### src/rtl/dt_loader_if.sv
// Byte-stream link into the tree loader: one data byte with valid/ready handshake.
// Latency: none, wires only.
// Backpressure: a byte moves on any cycle with in_valid and in_ready both high.
interface dt_loader_if;
   logic [7:0] in_data;
   logic       in_valid;
   logic       in_ready;

   modport master (output in_data, output in_valid, input in_ready);
   modport slave  (input in_data, input in_valid, output in_ready);
endinterface

### src/rtl/dt_loader.sv
// Frame parser that fills the decisiontree node/feature RAMs and runs one tree evaluation per run command.
// Latency: RAM strobes and start_o one cycle after the accepting byte; result one cycle after y_valid_i is sampled.
// Backpressure: in_ready drops only during RUN; in_valid gaps mid-frame simply hold the parser in place.
module dt_loader #(
   parameter int DATA        = 8,
   parameter int STATE       = 8,
   parameter int RUN_TIMEOUT = 1023
) (
   input  logic                      clk,
   input  logic                      reset,
   dt_loader_if.slave                bus,
   output logic                      node_we_o,
   output logic [STATE-1:0]          node_addr_o,
   output logic [DATA+3*STATE:0]     node_wdata_o,
   output logic                      feat_we_o,
   output logic [STATE-1:0]          feat_addr_o,
   output logic [DATA-1:0]           feat_wdata_o,
   output logic                      start_o,
   input  logic [7:0]                y_i,
   input  logic                      y_valid_i,
   output logic [7:0]                result_o,
   output logic                      result_valid_o,
   output logic                      busy_o,
   output logic                      err_o
);
   // Run cycle counter is wide enough to reach RUN_TIMEOUT exactly.
   localparam int CW = $clog2(RUN_TIMEOUT + 1);

   typedef enum logic [2:0] {S_IDLE, S_NCOUNT, S_NREC, S_FCOUNT, S_FDATA, S_RUN} state_t;

   state_t           state, state_nx;
   logic             acc;
   logic [7:0]       cnt;        // N or M of the current frame
   logic [7:0]       idx;        // records/bytes already written in this frame
   logic [2:0]       byte_idx;   // byte position inside a 5-byte node record
   logic [CW-1:0]    run_cnt;    // RUN cycle number, 1 on the start_o cycle
   logic             rec_dec;
   logic [DATA-1:0]  rec_data;
   logic [STATE-1:0] rec_t;
   logic [STATE-1:0] rec_f;

   logic err_set, err_clr, node_wr, feat_wr, run_go, capture;

   assign bus.in_ready = (state != S_RUN);
   assign busy_o       = (state != S_IDLE);
   assign acc          = bus.in_valid && bus.in_ready;

   // State register.
   always_ff @(posedge clk) begin
      if (reset) state <= S_IDLE;
      else       state <= state_nx;
   end

   // Next-state decode and one-cycle action requests for the datapath.
   always_comb begin
      state_nx = state;
      err_set  = 1'b0;
      err_clr  = 1'b0;
      node_wr  = 1'b0;
      feat_wr  = 1'b0;
      run_go   = 1'b0;
      capture  = 1'b0;
      case (state)
         S_IDLE: if (acc) begin
            case (bus.in_data)
               8'h00:   err_clr = 1'b1;
               8'h01:   state_nx = S_NCOUNT;
               8'h02:   state_nx = S_FCOUNT;
               8'h03: begin
                  state_nx = S_RUN;
                  run_go   = 1'b1;
               end
               default: err_set = 1'b1;
            endcase
         end
         S_NCOUNT: if (acc) begin
            if (bus.in_data == 8'd0) begin
               err_set  = 1'b1;
               state_nx = S_IDLE;
            end else begin
               state_nx = S_NREC;
            end
         end
         S_NREC: if (acc && byte_idx == 3'd4) begin
            node_wr = 1'b1;
            if (idx + 8'd1 == cnt) state_nx = S_IDLE;
         end
         S_FCOUNT: if (acc) begin
            if (bus.in_data == 8'd0) begin
               err_set  = 1'b1;
               state_nx = S_IDLE;
            end else begin
               state_nx = S_FDATA;
            end
         end
         S_FDATA: if (acc) begin
            feat_wr = 1'b1;
            if (idx + 8'd1 == cnt) state_nx = S_IDLE;
         end
         S_RUN: begin
            // The tree's valid is stale for two cycles while it leaves AWAIT.
            if (run_cnt >= CW'(3) && y_valid_i) begin
               capture  = 1'b1;
               state_nx = S_IDLE;
            end else if (run_cnt == CW'(RUN_TIMEOUT)) begin
               err_set  = 1'b1;
               state_nx = S_IDLE;
            end
         end
         default: state_nx = S_IDLE;
      endcase
   end

   // Datapath: frame counters, record assembly, registered strobes and sticky error.
   always_ff @(posedge clk) begin
      if (reset) begin
         cnt            <= '0;
         idx            <= '0;
         byte_idx       <= '0;
         run_cnt        <= '0;
         rec_dec        <= 1'b0;
         rec_data       <= '0;
         rec_t          <= '0;
         rec_f          <= '0;
         node_we_o      <= 1'b0;
         node_addr_o    <= '0;
         node_wdata_o   <= '0;
         feat_we_o      <= 1'b0;
         feat_addr_o    <= '0;
         feat_wdata_o   <= '0;
         start_o        <= 1'b0;
         result_o       <= '0;
         result_valid_o <= 1'b0;
         err_o          <= 1'b0;
      end else begin
         node_we_o      <= node_wr;
         feat_we_o      <= feat_wr;
         start_o        <= run_go;
         result_valid_o <= capture;
         if (capture) result_o <= y_i;
         if (err_clr)      err_o <= 1'b0;
         else if (err_set) err_o <= 1'b1;

         if ((state == S_NCOUNT || state == S_FCOUNT) && acc) begin
            cnt      <= bus.in_data;
            idx      <= '0;
            byte_idx <= '0;
         end

         if (state == S_NREC && acc) begin
            case (byte_idx)
               3'd0:    rec_dec  <= bus.in_data[0];
               3'd1:    rec_data <= bus.in_data;
               3'd2:    rec_t    <= bus.in_data;
               3'd3:    rec_f    <= bus.in_data;
               default: ;
            endcase
            byte_idx <= (byte_idx == 3'd4) ? 3'd0 : byte_idx + 3'd1;
         end

         // Addresses are 1-based so node 0 (AWAIT) is never overwritten.
         if (node_wr) begin
            node_addr_o  <= idx + 8'd1;
            node_wdata_o <= {rec_dec, rec_data, rec_t, rec_f, bus.in_data};
            idx          <= idx + 8'd1;
         end
         if (feat_wr) begin
            feat_addr_o  <= idx + 8'd1;
            feat_wdata_o <= bus.in_data;
            idx          <= idx + 8'd1;
         end

         if (run_go)              run_cnt <= CW'(1);
         else if (state == S_RUN) run_cnt <= run_cnt + CW'(1);
      end
   end
endmodule

### src/flat_wrapper.sv
// flat-port wrapper written by rule: the top's interface ports become plain ports
module dt_loader_flat 
#(
   parameter int DATA        = 8,
   parameter int STATE       = 8,
   parameter int RUN_TIMEOUT = 1023
)
  (clk, reset, node_we_o, node_addr_o, node_wdata_o, feat_we_o, feat_addr_o, feat_wdata_o, start_o, y_i, y_valid_i, result_o, result_valid_o, busy_o, err_o, bus_in_data, bus_in_valid, bus_in_ready);
  dt_loader_if bus_i ();
  input  logic clk;
  input  logic reset;
  output logic node_we_o;
  output logic [STATE-1:0] node_addr_o;
  output logic [DATA+3*STATE:0] node_wdata_o;
  output logic feat_we_o;
  output logic [STATE-1:0] feat_addr_o;
  output logic [DATA-1:0] feat_wdata_o;
  output logic start_o;
  input  logic [7:0] y_i;
  input  logic y_valid_i;
  output logic [7:0] result_o;
  output logic result_valid_o;
  output logic busy_o;
  output logic err_o;
  input wire logic [$bits(bus_i.in_data)-1:0] bus_in_data;
  input wire logic [$bits(bus_i.in_valid)-1:0] bus_in_valid;
  output wire logic [$bits(bus_i.in_ready)-1:0] bus_in_ready;
  assign bus_i.in_data = bus_in_data;
  assign bus_i.in_valid = bus_in_valid;
  assign bus_in_ready = bus_i.in_ready;
  dt_loader #(.DATA(DATA), .STATE(STATE), .RUN_TIMEOUT(RUN_TIMEOUT)) u_core (.clk(clk), .reset(reset), .bus(bus_i), .node_we_o(node_we_o), .node_addr_o(node_addr_o), .node_wdata_o(node_wdata_o), .feat_we_o(feat_we_o), .feat_addr_o(feat_addr_o), .feat_wdata_o(feat_wdata_o), .start_o(start_o), .y_i(y_i), .y_valid_i(y_valid_i), .result_o(result_o), .result_valid_o(result_valid_o), .busy_o(busy_o), .err_o(err_o));
endmodule
### config.mk
export PLATFORM = sky130hd
export DESIGN_NAME = dt_loader_flat
export DESIGN_NICKNAME = d
export VERILOG_FILES = /design/src/rtl/dt_loader_if.sv /design/src/rtl/dt_loader.sv /design/src/flat_wrapper.sv
export SDC_FILE = /design/constraint.sdc
export NUM_CORES = 1
export LEC_CHECK = 0
export CORE_UTILIZATION = 40
export CTS_CLUSTER_SIZE = 10
export DETAILED_ROUTE_END_ITERATION = 12
export PLACE_DENSITY_LB_ADDON = 0.2
export SLEW_MARGIN = 25
export SYNTH_ARGS = -nofsm -noshare
export SYNTH_HDL_FRONTEND = slang
export SYNTH_SLANG_ARGS = --single-unit
### constraint.sdc
create_clock -name clk -period 3 [get_ports clk]
set_clock_uncertainty 0.05 [all_clocks]
set_input_delay 0.3 -clock clk [delete_from_list [all_inputs] [get_ports clk]]
set_output_delay 0.3 -clock clk [all_outputs]
set_load 0.005 [all_outputs]
==> impl_metrics.py <==
metrics = {
    "floorplan": {
        "die_w_um": 116.1,
        "dieArea_um2": 13480,
        "ioPinCount": 92,
        "initial_core_util_pct": 41.11,
        "rows": 41,
        "die_h_um": 116.1,
        "core_area_um2": 12670,
    },
    "synthesis": {
        "yosys_warnings": 0,
        "synth-seq-area-share_pct": 48.81,
        "yosysMostFrequentCell": "nand2_1",
        "synthTopCellsByArea": "dfxtp_1, nand2_1, a21oi_1",
        "netlist-cell-type-count": 43,
        "syn-cell-area_um2": 5209,
        "ys_seq_elements": 127,
        "synth_commonest_cells": "nand2_1, dfxtp_1, a21oi_1",
        "synth_top_area_cell": "dfxtp_1",
        "yosysTopAreaCellShare_pct": 48.81,
        "syn_inst": 647,
        "synth_edf_count": 0,
        "async_reset_ff_share_pct": 0,
        "synthesis.area_per_instance_um2": 8.051,
        "syn-num-nets": 674,
        "synth-main-ff-cell": "dfxtp_1",
    },
    "pwr": {
        "switching_share_pct": 19.77,
        "intPower_mw": 3.040,
        "powerDensity_nw_per_um2": 548.9,
        "power_leakage_nw": 2.381,
        "finalPower_mw": 3.790,
        "combinationalPowerShare_pct": 2.5,
        "pwr-share-seq_pct": 44.6,
        "power_switching_mw": 0.7494,
        "ir_drop_v": 0.0005111,
        "clkPwrFrac_pct": 52.9,
    },
    "clock_network": {
        "htree_levels": 4,
        "postCtsResizedCells": 0,
        "clk_latency_ns": 0.42,
        "clock_path_buffers": 2,
        "cts_sinks": 127,
        "cts_setup_buffers": 0,
        "clkTransAtPathRegs_ns": 0.05,
        "cts-hold-fix-buffers": 0,
        "root_buffer": "clkbuf_16",
        "cts_tree": "built",
        "cts_inserted_buffers": 17,
    },
    "setup_path": {
        "end_kind": "output pin",
        "rrSetupSlack_ns": 0.55,
        "path_max_fanout": 15,
        "arrival_ns": 2.27,
        "cp.required_ns": 2.65,
        "start_kind": "flip-flop",
        "path_class": "flip-flop to output pin",
    },
    "global_route": {
        "grt_pass1_vias": 4348,
        "grt_max_degree": 76,
        "grt_usage_pct": 20.56,
        "grt_pass1_wl_mm": 21.18,
        "grt.overflow.total": 0,
        "grt_antenna_before_repair": 0,
    },
    "routing": {
        "vias": 4612,
        "ant_nets": 0,
        "drc": 0,
        "drt-initial-drc-count": 213,
        "drtPass1Iterations": 5,
        "routed_wl_mm": 12.89,
        "avgRoutedWirePerCell_um": 14.17,
        "viasPerCell": 5.068,
    },
    "sta": {
        "fmax_mhz": 381.0,
        "rsz0062_at_grt": "false",
        "slew_headroom_pct": 49.27,
        "fin_ws_ns": 0.3755,
        "period_share_pct": 87.48,
        "hold_viol_final": 0,
        "tightest_slew_ns": 0.7609,
        "slew_violations": 0,
        "setup_viol": 0,
        "period_minus_slack_ns": 2.624,
        "setup_tns_ns": 0,
    },
    "final_layout": {
        "antenna_cells": 0,
        "fin_util_pct": 54.49,
        "drive_gt1_share_pct": 7.453,
        "areaGrowthSynthToFinish_pct": 32.55,
        "postLayoutCellArea_um2": 6904,
        "fin_nets": 755,
        "n_fill_cell": 1211,
    },
    "status": {
        "status": "completed",
    },
    "placement": {
        "pre_cts_ws_ns": 0.1329,
        "portBuffers": 91,
        "post_dp_cell_area_um2": 6324,
        "gp_congestion": 0.8749,
        "post-dp-hpwl_mm": 8.891,
    },
    "flow_run": {
        "drv_cap": 0,
    },
    "min_path": {
        "min_path_type": "input pin to flip-flop",
    },
}
==> critical path, stage by stage, from the launching register on <==
cell and delay, ns:
dfxtp_1 0.67, nand2_1 0.11, nor2_1 0.45, inv_1 0.15
clkdlybuf4s50_1 0.49
==> area by class of cell <==
cell class | count | area, um2 | area share [%]
tap | 172 | 215.2 | 3.117
timing repair buffer | 112 | 1066 | 15.44
clock buffer | 23 | 498.0 | 7.213
clock inverter | 6 | 82.58 | 1.196
multi-input combinational | 463 | 2474 | 35.83
inverter | 7 | 26.28 | 0.3806
sequential | 127 | 2542 | 36.82
==> registers in the layout (all words and copies together) (netlist names) <==
name / flops
u_core.run_cnt: 10
u_core.idx: 8
u_core.node_we_o: 1
u_core.rec_f: 8
u_core.feat_we_o: 1
u_core.rec_data: 8
u_core.feat_wdata_o: 8
u_core.start_o: 1
u_core.node_wdata_o: 33
u_core.err_o: 1
u_core.result_o: 8
u_core.rec_dec: 1
u_core.byte_idx: 3
u_core.result_valid_o: 1
u_core.node_addr_o: 8
u_core.state: 3
u_core.cnt: 8
u_core.feat_addr_o: 8
u_core.rec_t: 8
==> placed cells by master, fill, tap and decap left out, types with 2 or more instances in the layout <==
| cell type | instances |
|---|---|
| and3_1 | 4 |
| bufinv_16 | 2 |
| nand4_1 | 8 |
| buf_4 | 22 |
| clkbuf_8 | 5 |
| dfxtp_1 | 127 |
| nor2b_1 | 5 |
| or4_1 | 3 |
| nand3b_1 | 2 |
| nor4_1 | 3 |
| a31oi_1 | 2 |
| xnor3_1 | 2 |
| nand3_1 | 37 |
| ha_1 | 7 |
| o21ai_0 | 7 |
| clkbuf_16 | 17 |
| inv_1 | 7 |
| a211oi_1 | 16 |
| nand2_1 | 152 |
| nand2b_1 | 4 |
| nor3_1 | 8 |
| nor2_1 | 58 |
| clkdlybuf4s50_1 | 90 |
| clkinv_2 | 3 |
| a21oi_1 | 91 |
| xor2_1 | 10 |
| mux2i_1 | 12 |
| xnor2_1 | 10 |
| and2_1 | 3 |
==> metrics by stage <==
stage,std cells,hold WS [ns]
detailed placement,881,0.3964
global route,910,0.4225
global placement,881,0.3950
finish,910,0.3879
floorplan,647,0.3821
CTS,910,0.3748
==> final timing paths <==
check,startpoint,endpoint,cells past startpoint
min,reset,u_core.idx[4],2
min reg2reg,u_core.node_wdata_o[30],u_core.node_wdata_o[30],2
max reg2reg,u_core.idx[1],u_core.state[2],7
max,u_core.state[0],bus_in_ready,4
==> kinds of logic after synthesis <==
| kind of cell | count (synthesis) | synth area share [%] |
|---|---|---|
| and+or+nand+nor | 294 | 24.62 |
| AOI/OAI and AO/OA | 128 | 14.25 |
| DFF | 127 | 48.81 |
| buffers and inverters | 57 | 4.108 |
| xor gates and xnor gates | 22 | 4.228 |
| muxes | 12 | 2.306 |
| adders and majority gates | 7 | 1.681 |
==> metal layers <==
metal | vias to the layer above | share of wire, % | track usage [%]
met3 | 15 | 5.4 | 5.605
met5 | - | 0 | 0
met2 | 94 | 48 | 33.21
met4 | 0 | 1.6 | 7.607
li1 | 2345 | - | -
met1 | 2158 | 45 | 26.30
==> power groups by stage <==
stage / registers [mW] / clock network [mW] / logic (mW)
2_1_floorplan: 1.73 / 0 / 0.0390
3_3_place_gp: 1.73 / 0 / 0.0942
3_5_place_dp: 1.73 / 0 / 0.0960
4_1_cts: 1.69 / 2.05 / 0.0964
5_1_grt: 1.69 / 2.12 / 0.103
6_report: 1.69 / 2.00 / 0.0953
Power figures use the tool's default switching activity.
